--- src/rtl/fme_mvd_cost_ctrl.sv ---
// fme_mvd_cost_ctrl: per-candidate MVD rate cost (lambda * Exp-Golomb bit length)
// with running minimum over a candidate list. Rev 1.0
`default_nettype none

module fme_mvd_cost_ctrl #(
  parameter int MV_WIDTH     = 12,
  parameter int LAMBDA_WIDTH = 8,
  parameter int COST_WIDTH   = 16
) (
  input  logic                           clk,
  input  logic                           rst,
  input  logic                           start_i,
  input  logic signed [MV_WIDTH-1:0]     mvp_x_i,
  input  logic signed [MV_WIDTH-1:0]     mvp_y_i,
  input  logic        [LAMBDA_WIDTH-1:0] lambda_i,
  input  logic                           cand_valid_i,
  output logic                           cand_ready_o,
  input  logic signed [MV_WIDTH-1:0]     cand_mv_x_i,
  input  logic signed [MV_WIDTH-1:0]     cand_mv_y_i,
  input  logic                           cand_last_i,
  output logic                           busy_o,
  output logic                           cost_valid_o,
  output logic        [COST_WIDTH-1:0]   cost_o,
  output logic                           done_o,
  output logic signed [MV_WIDTH-1:0]     best_mv_x_o,
  output logic signed [MV_WIDTH-1:0]     best_mv_y_o,
  output logic        [COST_WIDTH-1:0]   best_cost_o
);

  localparam int          PW       = LAMBDA_WIDTH + 6;
  localparam logic [63:0] COST_MAX = (64'd1 << COST_WIDTH) - 64'd1;
  localparam logic [MV_WIDTH:0] ONE = 1;

  typedef enum logic [2:0] {
    IDLE   = 3'd0,
    WAIT   = 3'd1,
    CALC_X = 3'd2,
    CALC_Y = 3'd3,
    COST   = 3'd4
  } state_t;

  state_t state, state_nxt;

  logic signed [MV_WIDTH-1:0]     mvp_x, mvp_y, cand_x, cand_y;
  logic        [LAMBDA_WIDTH-1:0] lambda;
  logic                           cand_last;
  logic        [4:0]              bits_x, bits_y;

  logic signed [MV_WIDTH-1:0] comp_cand, comp_mvp;
  logic        [MV_WIDTH:0]   diff, mag;
  logic        [31:0]         mag32;
  logic        [10:0]         vclamp;
  logic        [4:0]          bl_out;
  logic        [5:0]          bit_sum;
  logic        [PW-1:0]       prod;
  logic        [COST_WIDTH-1:0] cost_sat;
  logic                       better;

  // Saturating odd Exp-Golomb length: 2*msb+3 below 1024, 31 at or above.
  function automatic logic [4:0] bit_len(input logic [10:0] v);
    logic [4:0] bl;
    if (v == 11'd0) begin
      bl = 5'd1;
    end else if (v[10]) begin
      bl = 5'd31;
    end else begin
      bl = 5'd3;
      for (int i = 1; i < 10; i++) begin
        if (v[i]) bl = 5'(2 * i + 3);
      end
    end
    return bl;
  endfunction

  // Single bit-length unit shared by x (CALC_X) and y (CALC_Y).
  always_comb begin
    comp_cand = (state == CALC_Y) ? cand_y : cand_x;
    comp_mvp  = (state == CALC_Y) ? mvp_y  : mvp_x;
    diff      = {comp_cand[MV_WIDTH-1], comp_cand} - {comp_mvp[MV_WIDTH-1], comp_mvp};
    mag       = diff[MV_WIDTH] ? (~diff + ONE) : diff;
    mag32     = 32'(mag);
    vclamp    = (mag32 > 32'd2047) ? 11'd2047 : mag32[10:0];
    bl_out    = bit_len(vclamp);
  end

  always_comb begin
    bit_sum  = {1'b0, bits_x} + {1'b0, bits_y};
    prod     = PW'(lambda) * PW'(bit_sum);
    cost_sat = (64'(prod) > COST_MAX) ? COST_WIDTH'(COST_MAX) : COST_WIDTH'(prod);
    better   = (cost_sat < best_cost_o);
  end

  always_comb begin
    state_nxt = state;
    case (state)
      IDLE:    if (start_i) state_nxt = WAIT;
      WAIT:    if (cand_valid_i) state_nxt = CALC_X;
      CALC_X:  state_nxt = CALC_Y;
      CALC_Y:  state_nxt = COST;
      COST:    state_nxt = cand_last ? IDLE : WAIT;
      default: state_nxt = IDLE;
    endcase
  end

  always_ff @(posedge clk) begin
    if (rst) state <= IDLE;
    else     state <= state_nxt;
  end

  always_ff @(posedge clk) begin
    if (rst) begin
      mvp_x        <= '0;
      mvp_y        <= '0;
      lambda       <= '0;
      cand_x       <= '0;
      cand_y       <= '0;
      cand_last    <= 1'b0;
      bits_x       <= '0;
      bits_y       <= '0;
      cand_ready_o <= 1'b0;
      busy_o       <= 1'b0;
      cost_valid_o <= 1'b0;
      cost_o       <= '0;
      done_o       <= 1'b0;
      best_mv_x_o  <= '0;
      best_mv_y_o  <= '0;
      best_cost_o  <= '0;
    end else begin
      cand_ready_o <= (state_nxt == WAIT);
      busy_o       <= (state_nxt != IDLE);
      cost_valid_o <= 1'b0;
      done_o       <= 1'b0;
      case (state)
        IDLE: if (start_i) begin
          mvp_x       <= mvp_x_i;
          mvp_y       <= mvp_y_i;
          lambda      <= lambda_i;
          best_cost_o <= '1;
          best_mv_x_o <= '0;
          best_mv_y_o <= '0;
        end
        WAIT: if (cand_valid_i) begin
          cand_x    <= cand_mv_x_i;
          cand_y    <= cand_mv_y_i;
          cand_last <= cand_last_i;
        end
        CALC_X: bits_x <= bl_out;
        CALC_Y: bits_y <= bl_out;
        COST: begin
          cost_o       <= cost_sat;
          cost_valid_o <= 1'b1;
          // Strict compare: on a tie the earlier candidate stays best.
          if (better) begin
            best_cost_o <= cost_sat;
            best_mv_x_o <= cand_x;
            best_mv_y_o <= cand_y;
          end
          if (cand_last) done_o <= 1'b1;
        end
        default: ;
      endcase
    end
  end

endmodule

`default_nettype wire

--- config.mk ---
export PLATFORM = sky130hd
export DESIGN_NAME = fme_mvd_cost_ctrl
export DESIGN_NICKNAME = d
export VERILOG_FILES = /design/src/rtl/fme_mvd_cost_ctrl.sv
export SDC_FILE = /design/constraint.sdc
export NUM_CORES = 1
export LEC_CHECK = 0
export CAP_MARGIN = 25
export CELL_PAD_IN_SITES_DETAIL_PLACEMENT = 1
export CELL_PAD_IN_SITES_GLOBAL_PLACEMENT = 1
export CORE_ASPECT_RATIO = 2
export CORE_UTILIZATION = 41
export CTS_CLUSTER_DIAMETER = 80
export DETAILED_ROUTE_END_ITERATION = 7
export GPL_ROUTABILITY_DRIVEN = 0
export HOLD_SLACK_MARGIN = 0.03
export PLACE_DENSITY_LB_ADDON = 0.1
export SLEW_MARGIN = 20
export SYNTH_ARGS = -nofsm -noshare
export SYNTH_HDL_FRONTEND = slang
export SYNTH_SLANG_ARGS = --single-unit
--- constraint.sdc ---
create_clock -name clk -period 9.1 [get_ports clk]
set_clock_uncertainty 0.15 [all_clocks]
set_input_delay 1.82 -clock clk [delete_from_list [all_inputs] [get_ports clk]]
set_output_delay 1.82 -clock clk [all_outputs]
set_load 0.01 [all_outputs]
; Word level (Yosys, flattened, before mapping)
; Index checks and enable logic that the tools add are counted.
[totals]
mem_bits_ro = 0
wordCells = 69
output_inout_bits = 60
latch_bits = 0
in_bits = 61
ram_bits = 0
register_bits = 128
mem_count = 0
[op_classes]
n_bitwise = 2
mux = 29
mul = 1
magnitude_cmp = 2
n_addsub = 3
div = 0
n_reduce_logical = 8
n_shift = 0
eq_ne = 7
[op_table]
columns = operator, n
row1 = $mux W12, 5
row2 = $mux W5, 10
row3 = $pmux W12 S2, 2
row4 = $mux W16, 2
row5 = $pmux W16 S2, 1
row6 = $lt A14 B16 Y1, 1
row7 = $pmux W3 S5, 1
row8 = $mul A8 B6 Y14, 1
row9 = $add A13 B1 Y13 const B, 1
row10 = $gt A13 B11 Y1 const B, 1
row11 = $mux W13, 1
row12 = $not A13 Y13, 1
row13 = $sub A12 B12 Y13, 1
row14 = $logic_not A11 Y1, 1
row15 = $mux W11, 1
row16 = $mux W3, 3
row17 = $add A5 B5 Y6, 1
row18 = $eq A3 B1 Y1 const B, 2
row19 = $eq A3 B2 Y1 const B, 2
row20 = $ne A2 B2 Y1 const B, 2
row21 = $reduce_and A2 Y1, 2
row22 = $eq A3 B3 Y1 const B, 1
row23 = $logic_not A3 Y1, 1
row24 = $mux W1, 3
row25 = other kinds (5), 5

; Logic depth before layout (Yosys ltp)
; Gate-level depths: netlist of the first run.
[depth]
ltp_word = 19
ltp_mapped = 31
depth_no_buf = 30

; Least setup slack after synthesis of the first run
; Ideal clock, no wire load.
[synth_path]
path_type = reg2reg
start = register bits_x[0]
end = register best_mv_y_o[3]
path_stages_with_launch = 31
synth_period_minus_slack_ps = 6693
path_buffers = 1
setup_time_ps = 65
path_slack_ps = 2407
arrival_ps = 6478
t_required_ps = 8885
path_cell_list = dfxtp_1 > ha_1 > inv_1 > fa_1 > inv_1 > a21o_1 > a21oi_1 > xnor2_1 > nand2_1 > fa_1 > fa_1 > fa_1 > inv_1 > ha_1 > nor2b_1 > o21ai_0 > a21boi_0 > o21ai_1 > a21oi_1 > or4_1 > o211ai_1 > ha_1 > a21oi_1 > o21ai_0 > a211o_1 > nor2_1 > o211ai_1 > nand3_1 > clkbuf_1 > a31oi_1 > nor2_1
[synth_via]
elab_chain_cells = 5
[synth_lines]
columns = item, line
row1 = start: declaration, 47  ; logic [4:0] bits_x, bits_y;
row2 = start signal: assignment, 147  ; CALC_X: bits_x <= bl_out;
row3 = $add A5 B5 Y6, 87  ; bit_sum = {1'b0, bits_x} + {1'b0, bits_y};
row4 = $mul A8 B6 Y14, 88  ; prod = PW'(lambda) * PW'(bit_sum);
row5 = net prod[13], 55  ; logic [PW-1:0] prod;
row6 = $lt A14 B16 Y1, 90  ; better = (cost_sat < best_cost_o);
row7 = $ne A2 B2 Y1 (no source line), n/a
row8 = $reduce_and A3 Y1 (no source line), n/a
row9 = end signal: assignment, 156  ; best_mv_y_o <= cand_y;
row10 = end: declaration, 26  ; output logic signed [MV_WIDTH-1:0] best_mv_y_o,
; The timed path passes the listed nets, and every way through them passes these cells.
; A chain may end at the register's enable or synchronous reset.

; Worst setup path in the final report of the first run
[layout_path]
start = register bits_x[0]
end = register best_mv_y_o[9]
; Same word-level chain as after synthesis.

==> results of run 1 <==
sequential cells by signal, summed over array words and instances (netlist names), 3 cells and up:
name	count
cand_x	12
mvp_x	12
cand_y	12
cost_o	14
bits_x	5
lambda	8
mvp_y	12
state	3
best_cost_o	15
best_mv_x_o	12
bits_y	5
best_mv_y_o	12
through the flow:
| step | setup WS, ps | utilization (%) | hold slack [ps] |
|---|---|---|---|
| finish | 1330 | 51.4 | 303 |
| global route | 688 | 51.4 | 327 |
| CTS | 1280 | 51.4 | 306 |
| global placement | 1510 | 48.5 | 292 |
| detailed placement | 1310 | 48.5 | 298 |
| floorplan | 2410 | - | 286 |
critical path: cells and delay by family (launching register included):
family,cells,cell delay [ps]
buffers and inverters,6,990
AND/OR/NAND/NOR,6,1510
AO/OA/AOI/OAI,12,1750
XOR/XNOR,1,140
adder cells (fa/ha/maj),7,2790
flip-flops,1,340
worst max path at each step:
stage                                end  slack [ps]  cells after the start
final                     best_mv_y_o[9]        1330                     32
after global routing      best_mv_y_o[2]         690                     32
after CTS                 best_mv_y_o[4]        1280                     32
after detailed placement  best_mv_y_o[4]        1310                     32
after global placement    best_mv_y_o[3]        1510                     29
after floorplan           best_mv_y_o[3]        2410                     30
cells in the mapped netlist (4+ instances only):
library cell                 n  area share, %
sky130_fd_sc_hd__nand2_1   214            9.7
sky130_fd_sc_hd__dfxtp_1   127             31
sky130_fd_sc_hd__a21oi_1    91            5.5
sky130_fd_sc_hd__nor2_1     83            3.8
sky130_fd_sc_hd__inv_1      68            3.1
sky130_fd_sc_hd__ha_1       53            8.0
sky130_fd_sc_hd__clkbuf_1   50            2.3
sky130_fd_sc_hd__a31oi_1    28            2.1
sky130_fd_sc_hd__fa_1       27            6.5
sky130_fd_sc_hd__and2_1     25            1.9
sky130_fd_sc_hd__and4_1     24            2.5
sky130_fd_sc_hd__nand3_1    20            1.2
sky130_fd_sc_hd__o21ai_0    18            1.1
sky130_fd_sc_hd__nor2b_1    17            1.3
sky130_fd_sc_hd__a211oi_1   16            1.5
sky130_fd_sc_hd__a21o_1     14            1.3
sky130_fd_sc_hd__mux2i_1    14            1.7
sky130_fd_sc_hd__xnor2_1    13            1.4
sky130_fd_sc_hd__nor3_1     12           0.73
sky130_fd_sc_hd__nand2b_1   11           0.83
sky130_fd_sc_hd__a311oi_1    7           0.74
sky130_fd_sc_hd__o211ai_1    7           0.63
sky130_fd_sc_hd__xor2_1      7           0.74
sky130_fd_sc_hd__buf_4       6           0.54
sky130_fd_sc_hd__buf_2       5           0.30
sky130_fd_sc_hd__o211a_1     4           0.48
sky130_fd_sc_hd__or2_2       4           0.30
power groups by stage:
stage / combinational, W / sequential [W] / clock (W)
2_1_floorplan: 0.000363 / 0.000613 / 0
3_3_place_gp: 0.000498 / 0.000620 / 0
3_5_place_dp: 0.000509 / 0.000620 / 0
4_1_cts: 0.000511 / 0.000608 / 0.000685
5_1_grt: 0.000562 / 0.000612 / 0.000704
6_report: 0.000505 / 0.000608 / 0.000671
layout by cell type, fill, tap and decap left out, types with 11 or more instances in the layout:
master	Yosys	final
sky130_fd_sc_hd__nand2_1	214	214
sky130_fd_sc_hd__nand2b_1	11	11
sky130_fd_sc_hd__clkdlybuf4s50_1	0	117
sky130_fd_sc_hd__ha_1	53	53
sky130_fd_sc_hd__nand3_1	20	20
sky130_fd_sc_hd__dfxtp_1	127	127
sky130_fd_sc_hd__and2_1	25	25
sky130_fd_sc_hd__o21ai_0	18	18
sky130_fd_sc_hd__a21o_1	14	14
sky130_fd_sc_hd__and4_1	24	24
sky130_fd_sc_hd__inv_1	68	68
sky130_fd_sc_hd__mux2i_1	14	14
sky130_fd_sc_hd__xnor2_1	13	13
sky130_fd_sc_hd__clkbuf_16	0	17
sky130_fd_sc_hd__a211oi_1	16	16
sky130_fd_sc_hd__a31oi_1	28	28
sky130_fd_sc_hd__nor2b_1	17	17
sky130_fd_sc_hd__buf_4	6	12
sky130_fd_sc_hd__nor3_1	12	12
sky130_fd_sc_hd__a21oi_1	91	91
sky130_fd_sc_hd__nor2_1	83	83
sky130_fd_sc_hd__fa_1	27	27
cells by family (layout without fill, tap and decap cells):
family | count (synthesis) | after routing | synth area share (%)
AOI/OAI and AO/OA | 237 | 237 | 19.5
adders and majority gates | 80 | 80 | 14.5
other | 1 | 2 | 0.0453
and+or+nand+nor | 434 | 434 | 24.4
muxes | 18 | 18 | 2.51
buffers and inverters | 130 | 227 | 6.24
xor gates and xnor gates | 20 | 20 | 2.12
DFF | 127 | 127 | 30.7
cell type report:
| type | instances | area (sq um) | area share [%] |
|---|---|---|---|
| clock buffer | 18 | 429 | 4.22 |
| clock inverter | 12 | 136 | 1.34 |
| inverter | 68 | 255 | 2.51 |
| sequential | 127 | 2540 | 25.0 |
| timing repair buffer | 129 | 1260 | 12.4 |
| multi-input combinational | 791 | 5230 | 51.4 |
| tap | 262 | 328 | 3.22 |
layer usage:
| metal | vias up | share of wire [%] |
|---|---|---|
| li1 | 3777 | - |
| met1 | 3728 | 35 |
| met2 | 175 | 59 |
| met3 | 65 | 2.1 |
| met4 | 0 | 4.4 |
| met5 | - | 0 |
==> results.txt, run 1 <==
----------------------------------------------------
[Run status]
  Status ... finished clean

[Critical path]
  Worst setup startpoint ... bits_x[0]
  Crit path DAT ... 7990 ps
  Slowest library cell on the worst path ... sky130_fd_sc_hd__nand3_1
  Critical Path RT ... 9320 ps
  Critical path class ... register to register
  Critical Path Fanout Max ... 26
  Kind of start point of the critical path ... register
  Source of the worst register-to-register timing path ... bits_x[0]
  Setup slack of the most critical reg-to-reg path ... 1330 ps
  Number of cell instances on the worst register-to-register path ... 32
  CP max stage delay ... 560 ps
  Critical Path Sink Type ... register
  Cell with the most instances on the worst path ... sky130_fd_sc_hd__fa_1
  Destination of the worst register-to-register timing path ... best_mv_y_o[9]

[Die]
  Core ar. ... 0.0198 sq mm
  Die extent in y ... 203 um
  Number of placed I/O pins ... 121
  Chip Width ... 102 um
  Die Outline Area ... 0.0208 sq mm
  Count of standard-cell rows ... 73
  Initial Utilization ... 41.8%

[Placement]
  Number of cells after detailed placement ... 1377
  Port Buf Inserts ... 118
  Placed cell areas ... 0.00962 sq mm
  Detailed placement HPWL ... 20200 um

[Synthesis]
  Count of warnings emitted by yosys ... 0
  Syn Inst Count ... 1047
  Number of enable-type register cells in the synthesized netlist ... 0
  Prevailing post-synth register cell ... sky130_fd_sc_hd__dfxtp_1
  Number of different library cells in the post-synthesis netlist ... 77
  Fraction of the yosys area taken by sequential cells ... 30.7%
  Share of async-settable or async-resettable flops after synthesis ... 0%
  Register bit total from synthesis ... 127
  Synthesized area per cell ... 7.91 sq um
  Cell area after synthesis ... 0.00828 sq mm

[Pwr]
  Switching Power ... 0.000596 W
  Register share of total power ... 34.1%
  Part of the total power dissipated in combinational logic ... 28.3%
  Clock network fraction of total power ... 37.6%
  Total power divided by cell area ... 175 mW/mm^2
  Switch share ... 33.4%
  Internal portion of total power ... 0.00119 W
  Overall power after layout ... 0.00178 W
  Max rail drop VDD ... 0.127 mV
  Reported leakage power ... 4.24 nW

[Routing]
  Post-DRT Antenna Nets ... 0
  Final Routed Wirelength ... 26300 um
  Vias per cell ... 5.50
  Initial drt markers ... 215
  First-pass detailed-route iteration total ... 4
  Total number of vias ... 7745
  DRC violations left ... 0
  Wire length per cell ... 18.7 um

[Clocking]
  Post-cts sizing count ... 0
  CTS tree ... done
  Number of H-tree levels ... 4
  Post-CTS setup repair buffer count ... 0
  Clock latency at the later pin of the worst-skew pair ... 440 ps
  Clock sink count ... 127
  Number of buffers on the longest clock path ... 2
  CTS hold repair buffers ... 0
  Clock-pin transition on the worst setup and hold timing paths ... 60 ps
  Num CTS Buffers ... 17
  Clock root cell ... sky130_fd_sc_hd__clkbuf_16

[STA]
  Number of hold violations in the final report ... 0
  Minimum clock period after layout ... 7770 ps
  Final setup TNS ... 0 ps
  Final Max Slew Viols ... 0
  Transition time of the tightest slew-check pin ... 988 ps
  Setup violators final ... 0
  Highest attainable clock frequency ... 129 MHz
  Setup repair after global routing missed its margin ... no
  Final worst path period share ... 85.3%
  Slew Limit Headroom ... 33.9%

[Global route]
  Remaining global-route overflow ... 0
  M3 GR Usage ... 3.06%
  Global-route usage over all layers ... 26.7%
  Met1 usage ... 25.0%
  First-pass GRT wire length ... 41800 um
  Largest net degree at the start of global routing ... 74
  Met2 capacity usage during global routing ... 53.5%
  Busiest metal layer after global routing ... met2
  Initial antenna violation count ... 0
  Via count of the first global-routing pass ... 8200

[Layout]
  Count of nets after finishing ... 1275
  Non-Filler Instances ... 1407
  Proportion of layout cells with a drive suffix above 1 ... 5.59%
  Final antenna diode count ... 0
  Final-layout fill cell count ... 2442
  Post-route cell area ... 0.0102 sq mm
  Relative area change from synthesis to final layout ... 23.0%

[Hold path]
  Worst hold-check path type ... register to register
  Startpoint of the lowest-slack hold path ... mvp_y[8]
  Hold-critical path endpoint ... mvp_y[8]
  Worst Hold Depth ... 2

[Flow run]
  # Max-Cap Violations ... 0

----------------------------------------------------
(Power assumes the default switching activity.)
==> inputs of run 2 (changes only) <==
--- a/config.mk
+++ b/config.mk
@@ -5,11 +5,12 @@
 export SDC_FILE = /design/constraint.sdc
 export NUM_CORES = 1
 export LEC_CHECK = 0
+export ABC_AREA = 1
 export CAP_MARGIN = 25
 export CELL_PAD_IN_SITES_DETAIL_PLACEMENT = 1
 export CELL_PAD_IN_SITES_GLOBAL_PLACEMENT = 1
 export CORE_ASPECT_RATIO = 2
-export CORE_UTILIZATION = 41
+export CORE_UTILIZATION = 40
 export CTS_CLUSTER_DIAMETER = 80
 export DETAILED_ROUTE_END_ITERATION = 7
 export GPL_ROUTABILITY_DRIVEN = 0
==> results.txt, run 2 <==
----------------------------------------------------
[Routing]
  Post-DRT Antenna Nets ... 0 (unchanged)
  Total number of vias ... 7802 (was 7745)
  First-pass detailed-route iteration total ... 4 (unchanged)
  Final Routed Wirelength ... 26400 um (was 26300 um)
  DRC violations left ... 0 (unchanged)
  Initial drt markers ... 224 (was 215)
  Wire length per cell ... 17.7 um (was 18.7 um)
  Vias per cell ... 5.22 (was 5.50)

[Die]
  Die extent in y ... 202 um (was 203 um)
  Chip Width ... 102 um (about the same)
  Die Outline Area ... 0.0206 sq mm (was 0.0208 sq mm)
  Core ar. ... 0.0195 sq mm (was 0.0198 sq mm)
  Count of standard-cell rows ... 72 (was 73)
  Number of placed I/O pins ... 121 (unchanged)
  Initial Utilization ... 41.2% (was 41.8%)

[Critical path]
  Top delay family on crit path ... adder cells (unchanged)
  Worst setup startpoint ... bits_x[2] (was bits_x[0])
  Critical Path Sink Type ... register (unchanged)
  Slowest library cell on the worst path ... sky130_fd_sc_hd__clkinv_1 (was sky130_fd_sc_hd__nand3_1)
  Critical Path RT ... 9250 ps (was 9320 ps)
  Capturing element of the worst setup path ... best_cost_o[12] (was best_mv_y_o[9])
  Crit path DAT ... 7780 ps (was 7990 ps)
  Critical Path Fanout Max ... 49 (was 26)
  WP depth ... 32 (unchanged)
  Kind of start point of the critical path ... register (unchanged)
  Source of the worst register-to-register timing path ... bits_x[2] (was bits_x[0])
  WP buf/inv ... 7 (was 6)
  Destination of the worst register-to-register timing path ... best_cost_o[12] (was best_mv_y_o[9])
  Critical path class ... register to register (unchanged)
  CP max stage delay ... 780 ps (was 560 ps)
  Setup slack of the most critical reg-to-reg path ... 1460 ps (was 1330 ps)
  Number of cell instances on the worst register-to-register path ... 32 (unchanged)

[STA]
  Final Max Slew Viols ... 0 (unchanged)
  Setup repair after global routing missed its margin ... no (unchanged)
  Setup violators final ... 0 (unchanged)
  Number of hold violations in the final report ... 0 (unchanged)
  Transition time of the tightest slew-check pin ... 897 ps (was 988 ps)
  Final setup TNS ... 0 ps (unchanged)
  Worst setup slack after layout ... 1460 ps (was 1330 ps)
  Minimum hold slack ... 323 ps (was 303 ps)
  Minimum clock period after layout ... 7640 ps (was 7770 ps)
  Highest attainable clock frequency ... 131 MHz (was 129 MHz)
  Slew Limit Headroom ... 40.0% (was 33.9%)
  Final worst path period share ... 83.9% (was 85.3%)

[Placement]
  Port Buf Inserts ... 118 (unchanged)
  Detailed placement HPWL ... 20700 um (was 20200 um)
  Pre-CTS worst setup slack ... 1520 ps (was 1310 ps)

[Clocking]
  Number of buffers on the longest clock path ... 2 (unchanged)
  CTS hold repair buffers ... 0 (unchanged)
  Clock latency at the later pin of the worst-skew pair ... 440 ps (about the same)
  Number of H-tree levels ... 4 (unchanged)
  Post-cts sizing count ... 0 (unchanged)
  Clock root cell ... sky130_fd_sc_hd__clkbuf_16 (unchanged)
  Clock sink count ... 127 (unchanged)
  Clock-pin transition on the worst setup and hold timing paths ... 60 ps (about the same)
  Num CTS Buffers ... 17 (unchanged)
  CTS tree ... done (unchanged)
  Post-CTS setup repair buffer count ... 0 (unchanged)

[Synthesis]
  Fraction of the yosys area taken by sequential cells ... 31.7% (was 30.7%)
  Fraction of post-synthesis cell area in the top cell type by area ... 31.7% (was 30.7%)
  Count of warnings emitted by yosys ... 0 (unchanged)
  Synth top cells by count ... sky130_fd_sc_hd__nand2_1 (179), sky130_fd_sc_hd__inv_1 (167), sky130_fd_sc_hd__nor2_1 (144), sky130_fd_sc_hd__dfxtp_1 (127), sky130_fd_sc_hd__o21ai_0 (107) (was sky130_fd_sc_hd__nand2_1 (214), sky130_fd_sc_hd__dfxtp_1 (127), sky130_fd_sc_hd__a21oi_1 (91), sky130_fd_sc_hd__nor2_1 (83), sky130_fd_sc_hd__inv_1 (68))
  Cell with the most instances after synthesis ... sky130_fd_sc_hd__nand2_1 (unchanged)
  Cell area after synthesis ... 0.00801 sq mm (was 0.00828 sq mm)
  Share of async-settable or async-resettable flops after synthesis ... 0% (unchanged)
  Biggest area consumer among synthesized cells ... sky130_fd_sc_hd__dfxtp_1 (unchanged)
  Register bit total from synthesis ... 127 (unchanged)
  Prevailing post-synth register cell ... sky130_fd_sc_hd__dfxtp_1 (unchanged)
  Number of different library cells in the post-synthesis netlist ... 49 (was 77)
  Number of enable-type register cells in the synthesized netlist ... 0 (unchanged)
  Syn Inst Count ... 1122 (was 1047)
  Synthesized area per cell ... 7.14 sq um (was 7.91 sq um)
  Cells taking the most area after synthesis ... sky130_fd_sc_hd__dfxtp_1 (32%), sky130_fd_sc_hd__nand2_1 (8.4%), sky130_fd_sc_hd__ha_1 (8.3%) (was sky130_fd_sc_hd__dfxtp_1 (31%), sky130_fd_sc_hd__nand2_1 (9.7%), sky130_fd_sc_hd__ha_1 (8.0%))

[Layout]
  Final-layout fill cell count ... 2543 (was 2442)
  Area of combinational cells with multiple inputs ... 0.00464 sq mm (was 0.00523 sq mm)
  Register area ... 0.00254 sq mm (unchanged)
  Register bank with the most flops ... best_cost_o (unchanged)
  Relative area change from synthesis to final layout ... 24.8% (was 23.0%)
  Most used cells in the layout excluding fill and tap cells ... sky130_fd_sc_hd__nand2_1 (179), sky130_fd_sc_hd__inv_1 (166), sky130_fd_sc_hd__nor2_1 (144), sky130_fd_sc_hd__dfxtp_1 (127), sky130_fd_sc_hd__clkdlybuf4s50_1 (118) (was sky130_fd_sc_hd__nand2_1 (214), sky130_fd_sc_hd__dfxtp_1 (127), sky130_fd_sc_hd__clkdlybuf4s50_1 (117), sky130_fd_sc_hd__a21oi_1 (91), sky130_fd_sc_hd__nor2_1 (83))
  Commonest non-fill, non-tap cell in the layout ... sky130_fd_sc_hd__nand2_1 (unchanged)
  Count of nets after finishing ... 1363 (was 1275)
  Final antenna diode count ... 0 (unchanged)
  Proportion of layout cells with a drive suffix above 1 ... 6.96% (was 5.59%)
  Post-layout utilization of the core ... 51.4% (about the same)
  Max reg flops ... 15 (unchanged)
  Registers with the most flip-flops ... best_cost_o: 15 flops, cost_o: 14 flops (unchanged)

[Global route]
  Busiest metal layer after global routing ... met2 (unchanged)
  Global-route usage over all layers ... 27.2% (was 26.7%)
  First-pass GRT wire length ... 41600 um (was 41800 um)
  Initial antenna violation count ... 0 (unchanged)
  Met2 capacity usage during global routing ... 53.6% (was 53.5%)
  Via count of the first global-routing pass ... 8268 (was 8200)
  Largest net degree at the start of global routing ... 85 (was 74)
  Remaining global-route overflow ... 0 (unchanged)
  M3 GR Usage ... 3.80% (was 3.06%)
  Met1 usage ... 24.6% (was 25.0%)

[Run status]
  Status ... finished clean (unchanged)

[Pwr]
  Reported leakage power ... 4.55 nW (was 4.24 nW)
  Overall power after layout ... 0.00202 W (was 0.00178 W)
  Max rail drop VDD ... 0.113 mV (was 0.127 mV)
  Total power divided by cell area ... 202 mW/mm^2 (was 175 mW/mm^2)

[Flow run]
  # Max-Cap Violations ... 0 (unchanged)

[Hold path]
  Worst hold-check path type ... register to register (unchanged)

----------------------------------------------------
==> run 2: cell type report <==
class / instances / area share (%)
multi-input cells: 778 / 46.4
clock inverters: 14 / 1.80
inverters: 172 / 6.46
well taps: 259 / 3.24
flip-flops and latches: 127 / 25.4
repair buffers: 126 / 12.4
clock buffers: 18 / 4.29
==> run 2: worst min path at each step <==
| stage | start | to | slack [ps] | cells after the start |
|---|---|---|---|---|
| finish | cand_x[9] | cand_x[9] | 320 | 2 |
| CTS | cand_y[0] | cand_y[0] | 330 | 2 |
| detailed placement | cand_y[0] | cand_y[0] | 320 | 2 |
| global placement | bits_x[0] | bits_x[0] | 300 | 1 |
| floorplan | mvp_y[1] | mvp_y[1] | 270 | 2 |
| global route | cand_x[11] | cand_x[11] | 350 | 2 |
==> run 2: power by group <==
part           internal, W  switching [W]  leakage (nW)
registers         0.000603      0.0000351          1.04
logic             0.000243       0.000420          3.21
clock network     0.000436       0.000280         0.298
==> run 2: logic make-up (layout without fill, tap and decap cells) <==
family	after synthesis	after routing	synth area share (%)
buffers and inverters	218	330	10.5
and+or+nand+nor	433	433	23.6
muxes	10	10	1.25
adders and majority gates	80	80	15.0
DFF	127	127	31.7
xor gates and xnor gates	14	14	1.62
AOI/OAI and AO/OA	239	239	16.2
other	1	2	0.0468
==> run 2: routing by layer <==
metal	part of all wire, %	up-vias
li1	-	3800
met1	34	3748
met2	58	173
met3	2.1	81
met4	5.9	0
met5	0	-
==> run 2: worst reg2reg max path, delay by kind of cell (launching register included) <==
kind	cells	cell delay, ps
simple gates	7	580
flops	1	310
xor+xnor	1	160
buf+inv	7	1650
fa+ha+maj	6	2510
compound gates	11	2130
==> run 2: metrics by stage <==
stage	std cells	instance area, sq um
after floorplan	1123	8020
after global placement	1462	9390
after detailed placement	1462	9390
after CTS	1494	10000
after global routing	1494	10000
final	1494	10000
==> inputs of run 3 (changes only) <==
==> constraint.sdc (replaced) <==
create_clock -name clk -period 7.4 [get_ports clk]
set_clock_uncertainty 0.15 [all_clocks]
set_input_delay 1.48 -clock clk [delete_from_list [all_inputs] [get_ports clk]]
set_output_delay 1.48 -clock clk [all_outputs]
set_load 0.01 [all_outputs]
==> results.txt, run 3 (synthesis results as in run 2) <==
----------------------------------------------------
[Hold path]
  Startpoint of the lowest-slack hold path ... cand_last (was cand_x[9])
  Worst hold-check path type ... register to register (unchanged)
  Hold-critical path endpoint ... done_o (was cand_x[9])
  Worst Hold Depth ... 2 (unchanged)

[Global route]
  Busiest metal layer after global routing ... met2 (unchanged)
  Initial antenna violation count ... 0 (unchanged)
  First-pass GRT wire length ... 42100 um (was 41600 um)
  Largest net degree at the start of global routing ... 85 (unchanged)
  Remaining global-route overflow ... 0 (unchanged)
  Met1 usage ... 24.3% (was 24.6%)
  M3 GR Usage ... 3.42% (was 3.80%)
  Met2 capacity usage during global routing ... 54.5% (was 53.6%)
  Global-route usage over all layers ... 27.2% (about the same)
  Via count of the first global-routing pass ... 8530 (was 8268)

[Routing]
  Initial drt markers ... 194 (was 224)
  Vias per cell ... 5.25 (was 5.22)
  DRC violations left ... 0 (unchanged)
  First-pass detailed-route iteration total ... 7 (was 4)
  Total number of vias ... 7852 (was 7802)
  Wire length per cell ... 17.8 um (was 17.7 um)
  Post-DRT Antenna Nets ... 0 (unchanged)
  Final Routed Wirelength ... 26700 um (was 26400 um)

[Clocking]
  Number of buffers on the longest clock path ... 2 (unchanged)
  CTS tree ... done (unchanged)
  Clock latency at the later pin of the worst-skew pair ... 430 ps (was 440 ps)
  Clock-pin transition on the worst setup and hold timing paths ... 70 ps (was 60 ps)
  Clock sink count ... 127 (unchanged)
  Num CTS Buffers ... 17 (unchanged)
  Clock root cell ... sky130_fd_sc_hd__clkbuf_16 (unchanged)
  Number of H-tree levels ... 4 (unchanged)

[STA]
  Highest attainable clock frequency ... 147 MHz (was 131 MHz)
  Final Max Slew Viols ... 0 (unchanged)
  Slew Limit Headroom ... 46.0% (was 40.0%)
  Setup violators final ... 0 (unchanged)
  Final worst path period share ... 92.2% (was 83.9%)
  Number of hold violations in the final report ... 0 (unchanged)
  Transition time of the tightest slew-check pin ... 809 ps (was 897 ps)
  Minimum clock period after layout ... 6820 ps (was 7640 ps)
  Worst setup slack after layout ... 579 ps (was 1460 ps)

[Die]
  Chip Width ... 102 um (unchanged)
  Count of standard-cell rows ... 72 (unchanged)
  Number of placed I/O pins ... 121 (unchanged)
  Initial Utilization ... 41.2% (unchanged)
  Die Outline Area ... 0.0206 sq mm (unchanged)
  Core ar. ... 0.0195 sq mm (unchanged)
  Die extent in y ... 202 um (unchanged)

[Layout]
  Commonest non-fill, non-tap cell in the layout ... sky130_fd_sc_hd__nand2_1 (unchanged)
  Final-layout fill cell count ... 2559 (was 2543)
  Area of combinational cells with multiple inputs ... 0.00464 sq mm (unchanged)
  Register bank with the most flops ... best_cost_o (unchanged)
  Max reg flops ... 15 (unchanged)
  Register area ... 0.00254 sq mm (unchanged)
  Non-Filler Instances ... 1495 (was 1494)
  Proportion of layout cells with a drive suffix above 1 ... 7.20% (was 6.96%)
  Post-layout utilization of the core ... 51.6% (was 51.4%)
  Count of nets after finishing ... 1365 (was 1363)
  Relative area change from synthesis to final layout ... 25.4% (was 24.8%)
  Most used cells in the layout excluding fill and tap cells ... sky130_fd_sc_hd__nand2_1 (179), sky130_fd_sc_hd__inv_1 (166), sky130_fd_sc_hd__nor2_1 (144), sky130_fd_sc_hd__dfxtp_1 (127), sky130_fd_sc_hd__clkdlybuf4s50_1 (118) (unchanged)
  Final antenna diode count ... 0 (unchanged)
  Registers with the most flip-flops ... best_cost_o: 15 flops, cost_o: 14 flops (unchanged)

[Run status]
  Status ... finished clean (unchanged)

[Pwr]
  Reported leakage power ... 4.56 nW (was 4.55 nW)
  Total power divided by cell area ... 251 mW/mm^2 (was 202 mW/mm^2)
  Max rail drop VDD ... 0.118 mV (was 0.113 mV)

[Critical path]
  Critical path class ... register to register (unchanged)
  Setup slack of the most critical reg-to-reg path ... 580 ps (was 1460 ps)
  Critical Path Fanout Max ... 48 (was 49)
  Kind of start point of the critical path ... register (unchanged)
  Destination of the worst register-to-register timing path ... best_mv_x_o[8] (was best_cost_o[12])
  Critical Path Sink Type ... register (unchanged)
  Cell with the most instances on the worst path ... sky130_fd_sc_hd__nand2_1
  Crit path DAT ... 6980 ps (was 7780 ps)
  Top delay family on crit path ... adder cells (unchanged)
  CP max stage delay ... 560 ps (was 780 ps)
  Slowest library cell on the worst path ... sky130_fd_sc_hd__fa_1 (was sky130_fd_sc_hd__clkinv_1)
  Critical Path RT ... 7550 ps (was 9250 ps)
  Number of cell instances on the worst register-to-register path ... 31 (was 32)
  Source of the worst register-to-register timing path ... bits_x[2] (unchanged)
  WP buf/inv ... 6 (was 7)

[Flow run]
  # Max-Cap Violations ... 0 (unchanged)

[Placement]
  Port Buf Inserts ... 118 (unchanged)
  Number of cells after detailed placement ... 1463 (was 1462)
  Pre-CTS worst setup slack ... 270 ps (was 1520 ps)
  Detailed placement HPWL ... 20700 um (about the same)

----------------------------------------------------
run 3: changes by cell type in the layout (fill, tap and decap cells not counted):
cell / before / now
sky130_fd_sc_hd__buf_6: 0 / 1
sky130_fd_sc_hd__clkinvlp_4: 1 / 3
sky130_fd_sc_hd__clkbuf_1: 1 / 0
sky130_fd_sc_hd__inv_6: 4 / 5
sky130_fd_sc_hd__clkinv_4: 3 / 2
sky130_fd_sc_hd__clkinv_2: 2 / 1
sky130_fd_sc_hd__bufinv_16: 3 / 4
sky130_fd_sc_hd__clkinv_1: 2 / 1
run 3: through the flow:
step                      instance area [sq um]  hold slack, ps  setup TNS (ps)  power, W
after floorplan                            8020             275               0   0.00135
after global placement                     9400             303               0   0.00160
after detailed placement                   9400             316               0   0.00162
after CTS                                 10000             322               0   0.00254
after global routing                      10000             347           -11.0   0.00267
final                                     10000             320               0   0.00252
run 3: how the worst max path moves through the flow:
| stage | endpoint | cells after the start | slack (ps) | startpoint |
|---|---|---|---|---|
| 6_report | best_mv_x_o[8] | 31 | 580 | bits_x[2] |
| 5_1_grt | best_cost_o[13] | 31 | -10 | bits_x[2] |
| 4_1_cts | best_cost_o[12] | 31 | 210 | bits_x[2] |
| 3_5_place_dp | best_cost_o[12] | 31 | 270 | bits_x[2] |
| 3_3_place_gp | best_cost_o[13] | 31 | 450 | bits_x[2] |
| 2_1_floorplan | best_cost_o[3] | 32 | 1470 | bits_x[2] |
run 3: power by group:
group / internal [W] / switching, W
sequential: 0.000742 / 0.0000424
clock: 0.000570 / 0.000348
combinational: 0.000300 / 0.000520
total: 0.00161 / 0.000910
run 3: final cells by class:
type	count	area share (%)
Clock buffer	17	4.24
Clock inverter	14	2.04
Inverter	172	6.46
Multi-Input combinational cell	778	46.2
Sequential cell	127	25.3
Tap cell	259	3.23
Timing Repair Buffer	127	12.5
Timing Repair inverter	1	0.0747
run 3: repair_timing:
action                     CTS  global route
resized for setup            0             3
hold buffers                 0             0
setup endpoints to repair    0            26
buffers inserted             0             0
run 3: routing by layer:
metal / vias up / share of wire (%)
met3: 86 / 1.8
met2: 176 / 58
met5: - / 0
met1: 3784 / 34
met4: 0 / 5.8
li1: 3806 / -
run 3: worst reg2reg max path, delay by kind of cell (launching register included):
kind,cells,cell delay (ps)
AO/OA/AOI/OAI,10,2050
XOR/XNOR,1,180
adder cells (fa/ha/maj),6,2530
buffers and inverters,6,670
flip-flops,1,320
AND/OR/NAND/NOR,8,790
